### src/rtl/bomb_scheduler_if.sv
// bomb_scheduler_if: placement handshakes, halt/frame strobes and the display snapshot bus
// shared between the player logic, the bomb scheduler and the VGA datapath.
interface bomb_scheduler_if #(
    parameter int SLOTS = 4
);
    logic               frame_start;
    logic               halt;
    logic               p1_req;
    logic [3:0]         p1_x;
    logic [3:0]         p1_y;
    logic               p2_req;
    logic [3:0]         p2_x;
    logic [3:0]         p2_y;
    logic               p1_ack;
    logic               p1_nack;
    logic               p2_ack;
    logic               p2_nack;
    logic [SLOTS-1:0]   disp_valid;
    logic [4*SLOTS-1:0] disp_x;
    logic [4*SLOTS-1:0] disp_y;
    logic [2*SLOTS-1:0] disp_stage;
    logic [SLOTS-1:0]   blast_pulse;

    modport master (
        output frame_start, halt, p1_req, p1_x, p1_y, p2_req, p2_x, p2_y,
        input  p1_ack, p1_nack, p2_ack, p2_nack,
        input  disp_valid, disp_x, disp_y, disp_stage, blast_pulse
    );

    modport slave (
        input  frame_start, halt, p1_req, p1_x, p1_y, p2_req, p2_x, p2_y,
        output p1_ack, p1_nack, p2_ack, p2_nack,
        output disp_valid, disp_x, disp_y, disp_stage, blast_pulse
    );
endinterface

### src/rtl/bomb_scheduler.sv
// bomb_scheduler: arbitrates two players' bomb placements and ages slots new->armed->exploding on a tick.
// Define BOMB_LIMIT_EN to track slot owners and cap each player at one live bomb.
module bomb_scheduler #(
    parameter int SLOTS    = 4,
    parameter int TICK_DIV = 25000000,
    parameter int GRID     = 10
) (
    input logic             pixel_clk,
    input logic             rst,
    bomb_scheduler_if.slave bus
);
    localparam int CW = TICK_DIV > 1 ? $clog2(TICK_DIV) : 1;
    localparam int SW = SLOTS > 1 ? $clog2(SLOTS) : 1;

    typedef enum logic [1:0] {
        IDLE    = 2'd0,
        NEW     = 2'd1,
        ARMED   = 2'd2,
        EXPLODE = 2'd3
    } stage_t;

    stage_t             stage_q [SLOTS];
    stage_t             stage_d [SLOTS];
    logic [3:0]         x_q [SLOTS];
    logic [3:0]         x_d [SLOTS];
    logic [3:0]         y_q [SLOTS];
    logic [3:0]         y_d [SLOTS];
    logic [CW-1:0]      cnt_q, cnt_d;
    logic               rr_q, rr_d;
    logic               p1_ack_q, p1_nack_q, p2_ack_q, p2_nack_q;
    logic               p1_ack_d, p1_nack_d, p2_ack_d, p2_nack_d;
    logic [SLOTS-1:0]   blast_q, blast_d;
    logic [SLOTS-1:0]   valid_q;
    logic [4*SLOTS-1:0] disp_x_q, disp_y_q;
    logic [2*SLOTS-1:0] disp_stage_q;
    logic               tick, serve, serve_p2, hit, owned, any_free, accept;
    logic [3:0]         rx, ry;
    logic [SW-1:0]      sel;
`ifdef BOMB_LIMIT_EN
    logic               owner_q [SLOTS];
    logic               owner_d [SLOTS];
`endif

    always_comb begin
        tick     = !bus.halt && cnt_q == CW'(TICK_DIV - 1);
        cnt_d    = bus.halt ? cnt_q : tick ? '0 : cnt_q + 1'b1;
        serve    = bus.p1_req || bus.p2_req;
        serve_p2 = bus.p2_req && (!bus.p1_req || rr_q);
        rr_d     = bus.p1_req && bus.p2_req ? !rr_q : rr_q;
        rx       = serve_p2 ? bus.p2_x : bus.p1_x;
        ry       = serve_p2 ? bus.p2_y : bus.p1_y;
        hit      = 1'b0;
        owned    = 1'b0;
        any_free = 1'b0;
        sel      = '0;
        // Descending scan so the lowest idle index is the one left in sel.
        for (int i = SLOTS - 1; i >= 0; i--) begin
            if (stage_q[i] == IDLE) begin
                any_free = 1'b1;
                sel      = SW'(i);
            end else begin
                hit = hit || (x_q[i] == rx && y_q[i] == ry);
`ifdef BOMB_LIMIT_EN
                owned = owned || owner_q[i] == serve_p2;
`endif
            end
        end
        accept = serve && !bus.halt && int'(rx) < GRID && int'(ry) < GRID && !hit && !owned && any_free;
        for (int i = 0; i < SLOTS; i++) begin
            stage_d[i] = tick && stage_q[i] != IDLE ? stage_t'(stage_q[i] + 2'd1) : stage_q[i];
            x_d[i]     = x_q[i];
            y_d[i]     = y_q[i];
            blast_d[i] = tick && stage_q[i] == ARMED;
`ifdef BOMB_LIMIT_EN
            owner_d[i] = owner_q[i];
`endif
        end
        // The allocated slot was idle, so overriding its tick advance costs nothing.
        if (accept) begin
            stage_d[sel] = NEW;
            x_d[sel]     = rx;
            y_d[sel]     = ry;
`ifdef BOMB_LIMIT_EN
            owner_d[sel] = serve_p2;
`endif
        end
        p1_ack_d  = serve && !serve_p2 && accept;
        p1_nack_d = serve && !serve_p2 && !accept;
        p2_ack_d  = serve_p2 && accept;
        p2_nack_d = serve_p2 && !accept;
    end

    always_ff @(posedge pixel_clk or posedge rst) begin
        if (rst) begin
            stage_q      <= '{default: IDLE};
            x_q          <= '{default: '0};
            y_q          <= '{default: '0};
            cnt_q        <= '0;
            rr_q         <= 1'b0;
            p1_ack_q     <= 1'b0;
            p1_nack_q    <= 1'b0;
            p2_ack_q     <= 1'b0;
            p2_nack_q    <= 1'b0;
            blast_q      <= '0;
            valid_q      <= '0;
            disp_x_q     <= '0;
            disp_y_q     <= '0;
            disp_stage_q <= '0;
`ifdef BOMB_LIMIT_EN
            owner_q      <= '{default: 1'b0};
`endif
        end else begin
            stage_q   <= stage_d;
            x_q       <= x_d;
            y_q       <= y_d;
            cnt_q     <= cnt_d;
            rr_q      <= rr_d;
            p1_ack_q  <= p1_ack_d;
            p1_nack_q <= p1_nack_d;
            p2_ack_q  <= p2_ack_d;
            p2_nack_q <= p2_nack_d;
            blast_q   <= blast_d;
`ifdef BOMB_LIMIT_EN
            owner_q   <= owner_d;
`endif
            if (bus.frame_start) begin
                for (int i = 0; i < SLOTS; i++) begin
                    valid_q[i]             <= stage_q[i] != IDLE;
                    disp_x_q[4*i +: 4]     <= stage_q[i] != IDLE ? x_q[i] : 4'd0;
                    disp_y_q[4*i +: 4]     <= stage_q[i] != IDLE ? y_q[i] : 4'd0;
                    disp_stage_q[2*i +: 2] <= stage_q[i];
                end
            end
        end
    end

    assign bus.p1_ack      = p1_ack_q;
    assign bus.p1_nack     = p1_nack_q;
    assign bus.p2_ack      = p2_ack_q;
    assign bus.p2_nack     = p2_nack_q;
    assign bus.blast_pulse = blast_q;
    assign bus.disp_valid  = valid_q;
    assign bus.disp_x      = disp_x_q;
    assign bus.disp_y      = disp_y_q;
    assign bus.disp_stage  = disp_stage_q;
endmodule

### src/flat_wrapper.sv
// flat-port wrapper written by rule: the top's interface ports become plain ports
module bomb_scheduler_flat 
#(
    parameter int SLOTS    = 4,
    parameter int TICK_DIV = 25000000,
    parameter int GRID     = 10
)
  (pixel_clk, rst, bus_frame_start, bus_halt, bus_p1_req, bus_p1_x, bus_p1_y, bus_p2_req, bus_p2_x, bus_p2_y, bus_p1_ack, bus_p1_nack, bus_p2_ack, bus_p2_nack, bus_disp_valid, bus_disp_x, bus_disp_y, bus_disp_stage, bus_blast_pulse);
  bomb_scheduler_if #(.SLOTS(SLOTS)) bus_i ();
  input logic pixel_clk;
  input logic rst;
  input wire logic [$bits(bus_i.frame_start)-1:0] bus_frame_start;
  input wire logic [$bits(bus_i.halt)-1:0] bus_halt;
  input wire logic [$bits(bus_i.p1_req)-1:0] bus_p1_req;
  input wire logic [$bits(bus_i.p1_x)-1:0] bus_p1_x;
  input wire logic [$bits(bus_i.p1_y)-1:0] bus_p1_y;
  input wire logic [$bits(bus_i.p2_req)-1:0] bus_p2_req;
  input wire logic [$bits(bus_i.p2_x)-1:0] bus_p2_x;
  input wire logic [$bits(bus_i.p2_y)-1:0] bus_p2_y;
  output wire logic [$bits(bus_i.p1_ack)-1:0] bus_p1_ack;
  output wire logic [$bits(bus_i.p1_nack)-1:0] bus_p1_nack;
  output wire logic [$bits(bus_i.p2_ack)-1:0] bus_p2_ack;
  output wire logic [$bits(bus_i.p2_nack)-1:0] bus_p2_nack;
  output wire logic [$bits(bus_i.disp_valid)-1:0] bus_disp_valid;
  output wire logic [$bits(bus_i.disp_x)-1:0] bus_disp_x;
  output wire logic [$bits(bus_i.disp_y)-1:0] bus_disp_y;
  output wire logic [$bits(bus_i.disp_stage)-1:0] bus_disp_stage;
  output wire logic [$bits(bus_i.blast_pulse)-1:0] bus_blast_pulse;
  assign bus_i.frame_start = bus_frame_start;
  assign bus_i.halt = bus_halt;
  assign bus_i.p1_req = bus_p1_req;
  assign bus_i.p1_x = bus_p1_x;
  assign bus_i.p1_y = bus_p1_y;
  assign bus_i.p2_req = bus_p2_req;
  assign bus_i.p2_x = bus_p2_x;
  assign bus_i.p2_y = bus_p2_y;
  assign bus_p1_ack = bus_i.p1_ack;
  assign bus_p1_nack = bus_i.p1_nack;
  assign bus_p2_ack = bus_i.p2_ack;
  assign bus_p2_nack = bus_i.p2_nack;
  assign bus_disp_valid = bus_i.disp_valid;
  assign bus_disp_x = bus_i.disp_x;
  assign bus_disp_y = bus_i.disp_y;
  assign bus_disp_stage = bus_i.disp_stage;
  assign bus_blast_pulse = bus_i.blast_pulse;
  bomb_scheduler #(.SLOTS(SLOTS), .TICK_DIV(TICK_DIV), .GRID(GRID)) u_core (.pixel_clk(pixel_clk), .rst(rst), .bus(bus_i));
endmodule
### config.mk
export PLATFORM = sky130hd
export DESIGN_NAME = bomb_scheduler_flat
export DESIGN_NICKNAME = d
export VERILOG_FILES = /design/src/rtl/bomb_scheduler_if.sv /design/src/rtl/bomb_scheduler.sv /design/src/flat_wrapper.sv
export SDC_FILE = /design/constraint.sdc
export NUM_CORES = 1
export LEC_CHECK = 0
export ABC_AREA = 1
export BUFFER_PORTS_ARGS = -buffer_cell sky130_fd_sc_hd__buf_2
export CAP_MARGIN = 20
export CORE_MARGIN = 5
export CORE_UTILIZATION = 48
export DETAILED_ROUTE_END_ITERATION = 8
export GPL_TIMING_DRIVEN = 0
export HOLD_SLACK_MARGIN = 0.12
export PLACE_DENSITY = 0.76
export SYNTH_ARGS = -nofsm -noshare
export SYNTH_HDL_FRONTEND = slang
export SYNTH_SLANG_ARGS = --single-unit
### constraint.sdc
create_clock -name pixel_clk -period 4.94 [get_ports pixel_clk]
set_input_delay 0.741 -clock pixel_clk [delete_from_list [all_inputs] [get_ports pixel_clk]]
set_output_delay 0.741 -clock pixel_clk [all_outputs]
set_load 0.03 [all_outputs]
Word level (Yosys, flattened, before mapping)
Cells that the tools add are included.
W data, S select, Z words.
{"block": "op_classes", "n_addsub": 5, "mul": 0, "n_div": 0, "order_cmp": 4, "eq_ne": 13, "shift": 0, "n_mux": 34, "bitwise_logic": 4, "reduce_logical": 45}
{"cell": "$mux W4", "count": 11}
{"cell": "$bwmux W16", "count": 2}
{"cell": "$eq A4 B4 Y1", "count": 8}
{"cell": "$logic_and A1 B1 Y1", "count": 26}
{"cell": "$add A25 B1 Y25 const B", "count": 1}
{"cell": "$eq A25 B25 Y1 const B", "count": 1}
{"cell": "$mux W25", "count": 1}
{"cell": "$mux W2", "count": 9}
{"cell": "$add A2 B1 Y2 const B", "count": 4}
{"cell": "$demux W4 S2", "count": 1}
{"cell": "$eq A2 B2 Y1 const B", "count": 4}
{"cell": "$logic_not A2 Y1", "count": 4}
{"cell": "$lt A4 B4 Y1 const B", "count": 2}
{"cell": "$mux W1", "count": 8}
{"cell": "$mux W8", "count": 1}
{"cell": "$reduce_bool A2 Y1", "count": 4}
{"cell": "$logic_not A1 Y1", "count": 6}
{"cell": "$logic_or A1 B1 Y1", "count": 5}
{"cell": "$and A4 B4 Y4", "count": 1}
{"cell": "$demux W2 S2", "count": 1}
{"cell": "$not A4 Y4", "count": 1}
{"cell": "$or A4 B4 Y4", "count": 1}
{"cell": "$ge A3 B3 Y1 const B", "count": 1}
{"cell": "$lt A3 B1 Y1 const B", "count": 1}
{"cell": "$not A2 Y3", "count": 1}
{"block": "totals", "ff_bits": 118, "latch_bits": 0, "ramBits": 0, "rom_bits": 0, "in_bits": 22, "out_inout_bits": 52, "wordCells": 128, "n_memories": 0}

Logic depth before layout (Yosys ltp)
{"block": "depth", "depth_word": 18, "mapped_depth": 16, "mapped_depth_nobuf": 15}

Worst setup path after synthesis
No wires, ideal clock.
{"block": "synth_path", "path_kind": "input port to flip-flop", "from": "in bus_p1_req", "to": "reg u_core.stage_q[1] in the netlist's numbering", "setup_time_ns": 0.119, "t_arrival_ns": 2.085, "slack_ns": 2.736, "cell_stages": 12, "path_buffers": 1, "path_cell_list": "nand2_4 > nand2_4 > buf_6 > nand2_1 > nand2_1 > o21ai_0 > nor2_1 > nand3_1 > nand2_1 > nor2_4 > nand3_2 > and2_1"}
{"item": "from (decl)", "line": "flat_wrapper.sv:14", "text": "input wire logic [$bits(bus_i.p1_req)-1:0] bus_p1_req;"}
{"item": "to (signal assigned)", "line": "bomb_scheduler.sv:113", "text": "stage_q <= stage_d;"}
{"item": "to (decl)", "line": "bomb_scheduler.sv:22", "text": "stage_t stage_q [SLOTS];"}

==> run metrics <==
buffer and inverter count on the worst path=1; first-pass GRT wire length=about 25 mm; total detailed-routing wirelength=between 15 and 20 mm; Iter 0 DRT Violations=594; met2 GRT Util=roughly 36%; post-detailed-route wirelength per cell=roughly 15 µm; Yosys cell types=37; crit-path max FO=10; Initial Util=49.48%; VDD IR-drop max=~0.00026 V; CTS Buf Count=17; number of remaining DRC errors=0; Worst R2R Path Depth=13; Reg clk slew, reported paths=approximately 0.05 ns; cell taking the most area after synthesis=dfrtp_1; GRT busiest layer=met2; pwr/cell area=~450 nW/µm²; ranking of synthesized cells by area=dfrtp_1 49%, nand2_1 11%, inv_1 7.8%, nand4_1 4.5%, nand3_1 4.3%; Mapped Nets=784; Vias=5,434; number of setup buffers added after CTS=0; drt pass-1 iters=6; crit start category=flip-flop; Crit path depth=13; worst setup margin=approximately 2.4 ns; GPL Wtd Cong=approximately 0.94; Synth Register Bits=roughly 120; GRT Overall Usage=21.84%; Peak Freq=0.3988 GHz; Comb pwr share=between 20 and 25%; max-cap violations=0; synthesis-to-layout area growth=19.85%; CTS tree=yes; reg2reg setup slack=between 2 and 2.5 ns; antenna violations before repair=0; Place WS=~2.1 ns; Clock Power Share=between 30% and 40%; Synth Cell Area=about 6000 µm²; I/O pins=74; cell repeated most along the worst path=nand2_1; CTS root buffer=clkbuf_16; Syn Inst Count=approximately 750; post-synth top area share=roughly half; Reg power frac=38.7%; critical path's top delay family=simple AND/OR/NAND/NOR gates; RSZ-0062 raised after global routing=no; fin crit share=approximately 51%; largest net degree at the start of global routing=between 70 and 80; post-CTS sizing=0; WP data required=5.23 ns; GRT met3 Usage=about 5.7%; Std-Cell Rows=40; Final Hold Fails=0; post-route ant nets=0; Slew Viols, Final=0; total grt overflow=0; clk_skew=around 0.0096 ns; Slowest cell on crit path=dfrtp_1; layout cells sized above 1=14.82%; CP endpoint kind=flip-flop; final setup vio count=0; status=complete, no violations; CP peak stage delay=0.36 ns; Detailed Place HPWL=11.26 mm; most frequent cells in the layout=176 x nand2_1, 123 x inv_1, 118 x dfrtp_1; sequential area share after synthesis=49.27%; core area=roughly 12,000 µm²; most common cell after layout, fill and taps aside=nand2_1; CP Class=reg2reg; port bufs=just over 70; critical path, cell by cell=inv_1, nand2_4, nand2_4, nand2_1, nand2_1, nand2_1, nand2_1, nor2_1, nand3_1, nand2_1, nor2_4, nand3_2, nor2b_1; Leak=approximately 0.0037 µW; DIE WIDTH=approximately 120 µm; switching share of power=33.78%; Slew @ Worst Pin=0.6903 ns; H-tree depth=4; die area=~15,000 µm²; Tot Pwr=around 3300 µW; number of global-route vias before repair=about 5,200; clk buf depth=2; Arr. time, crit path=around 2.8 ns; Slew Limit Headroom=between 50% and 60%; Ant. Diodes=0; final layout net count=a little under 900; P_int=2160 µW; met1 Use GR=~28%; Hold WC Path Type=in2async; Reg-to-Reg Start=u_core.rr_q; Tmin final=~2.5 ns; Die Ht=between 100 and 150 µm; Clk Latency, worst-skew pair=0.41 ns; worst r2r dst=u_core.stage_q[5]; hold-fix buffers at CTS=0; Post-Syn Area per Cell=around 8 µm²; clk sinks=roughly 120; yosys warns=0; vias per cell=between 5 and 6; switching power=approximately 1100 µW
## cell usage after synthesis (all sizes together)
library cell and count:
o221a 1, xnor2 3, or3 1, o221ai 1, o22ai 24, o21a 1
a221oi 1, nor2 67, o21ai 38, buf 10, clkbuf 9, and2 2
a41oi 1, nand2 183, ha 9, nand4 43, dfrtp 118, nor3 16
inv 125, nand3b 3, nor4 4, a21oi 17, xor2 15, a31oi 2
a311oi 1, nand3 55, nor2b 2, o211a 1
## layer usage
metal | vias to the layer above | wire length, µm | part of all wire [%]
met2 | 212 | 7370 | 47
met4 | 0 | 312 | 2.0
met5 | - | 0 | 0
met1 | 2556 | 6891 | 44
li1 | 2634 | - | -
met3 | 32 | 1022 | 6.6
## metrics by stage
| stage | setup TNS [ns] | utilization (%) | cells | hold WS [ns] | area, µm² |
|---|---|---|---|---|---|
| finish | 0 | 59.31 | 1025 | 0.3445 | 7183 |
| global route | 0 | 59.31 | 1025 | 0.3695 | 7183 |
| CTS | 0 | 59.25 | 1024 | 0.3518 | 7176 |
| detailed placement | 0 | 54.42 | 993 | 0.4588 | 6591 |
| global placement | -24.85 | 54.15 | 992 | 0.4548 | 6559 |
| floorplan | 0 | - | 753 | 0.4419 | 5993 |
## final cells by class
type,count,area [µm²]
timing repair buffer,73,390.4
clock inverter,9,100.1
multi-input combinational,491,2476
tap,168,210.2
fill,1107,4928
clock buffer,22,484.2
buffer,19,95.09
inverter,125,474.2
sequential,118,2953
## worst register-to-register path: cells and delay by family (launching register included)
kind	cells	cell delay [ns]
buf+inv	1	0.16
flops	1	0.36
simple gates	12	1.87
## sequential cells by signal, indices dropped and copies added (netlist names)
name                    count
u_core.cnt_q               25
u_core.bus.disp_x          16
u_core.bus.disp_y          16
u_core.x_q                 16
u_core.y_q                 16
u_core.bus.disp_stage       8
u_core.stage_q              8
u_core.bus.blast_pulse      4
u_core.bus.disp_valid       4
u_core.bus.p1_ack           1
u_core.bus.p1_nack          1
u_core.bus.p2_ack           1
u_core.bus.p2_nack          1
u_core.rr_q                 1
## worst max path at each step
stage               slack, ns                   endpoint         startpoint
finish                   2.43          u_core.stage_q[5]        u_core.rr_q
global route             2.26              u_core.y_q[8]         bus_p1_req
CTS                      2.39          u_core.stage_q[1]  u_core.stage_q[0]
detailed placement       2.07          u_core.stage_q[1]         bus_p1_req
global placement        -0.22          u_core.bus.p2_ack                rst
floorplan                1.07  u_core.bus.blast_pulse[0]                rst
## power by group through the flow
stage | combinational, µW | clock, µW | sequential [µW]
2_1_floorplan | 428 | 0 | 1400
3_3_place_gp | 779 | 0 | 1270
3_5_place_dp | 791 | 0 | 1270
4_1_cts | 796 | 1220 | 1260
5_1_grt | 883 | 1270 | 1290
6_report | 794 | 1210 | 1260
## kinds of logic (layout without fill, tap and decap cells)
group	after synthesis	count (layout)	share of synthesized area (%)
simple gates	376	376	28.43
fa+ha+maj	9	9	1.879
flops	118	118	49.27
xor+xnor	18	18	2.631
buf+inv	144	248	9.415
compound gates	88	88	8.372
(Power assumes the default switching activity.)
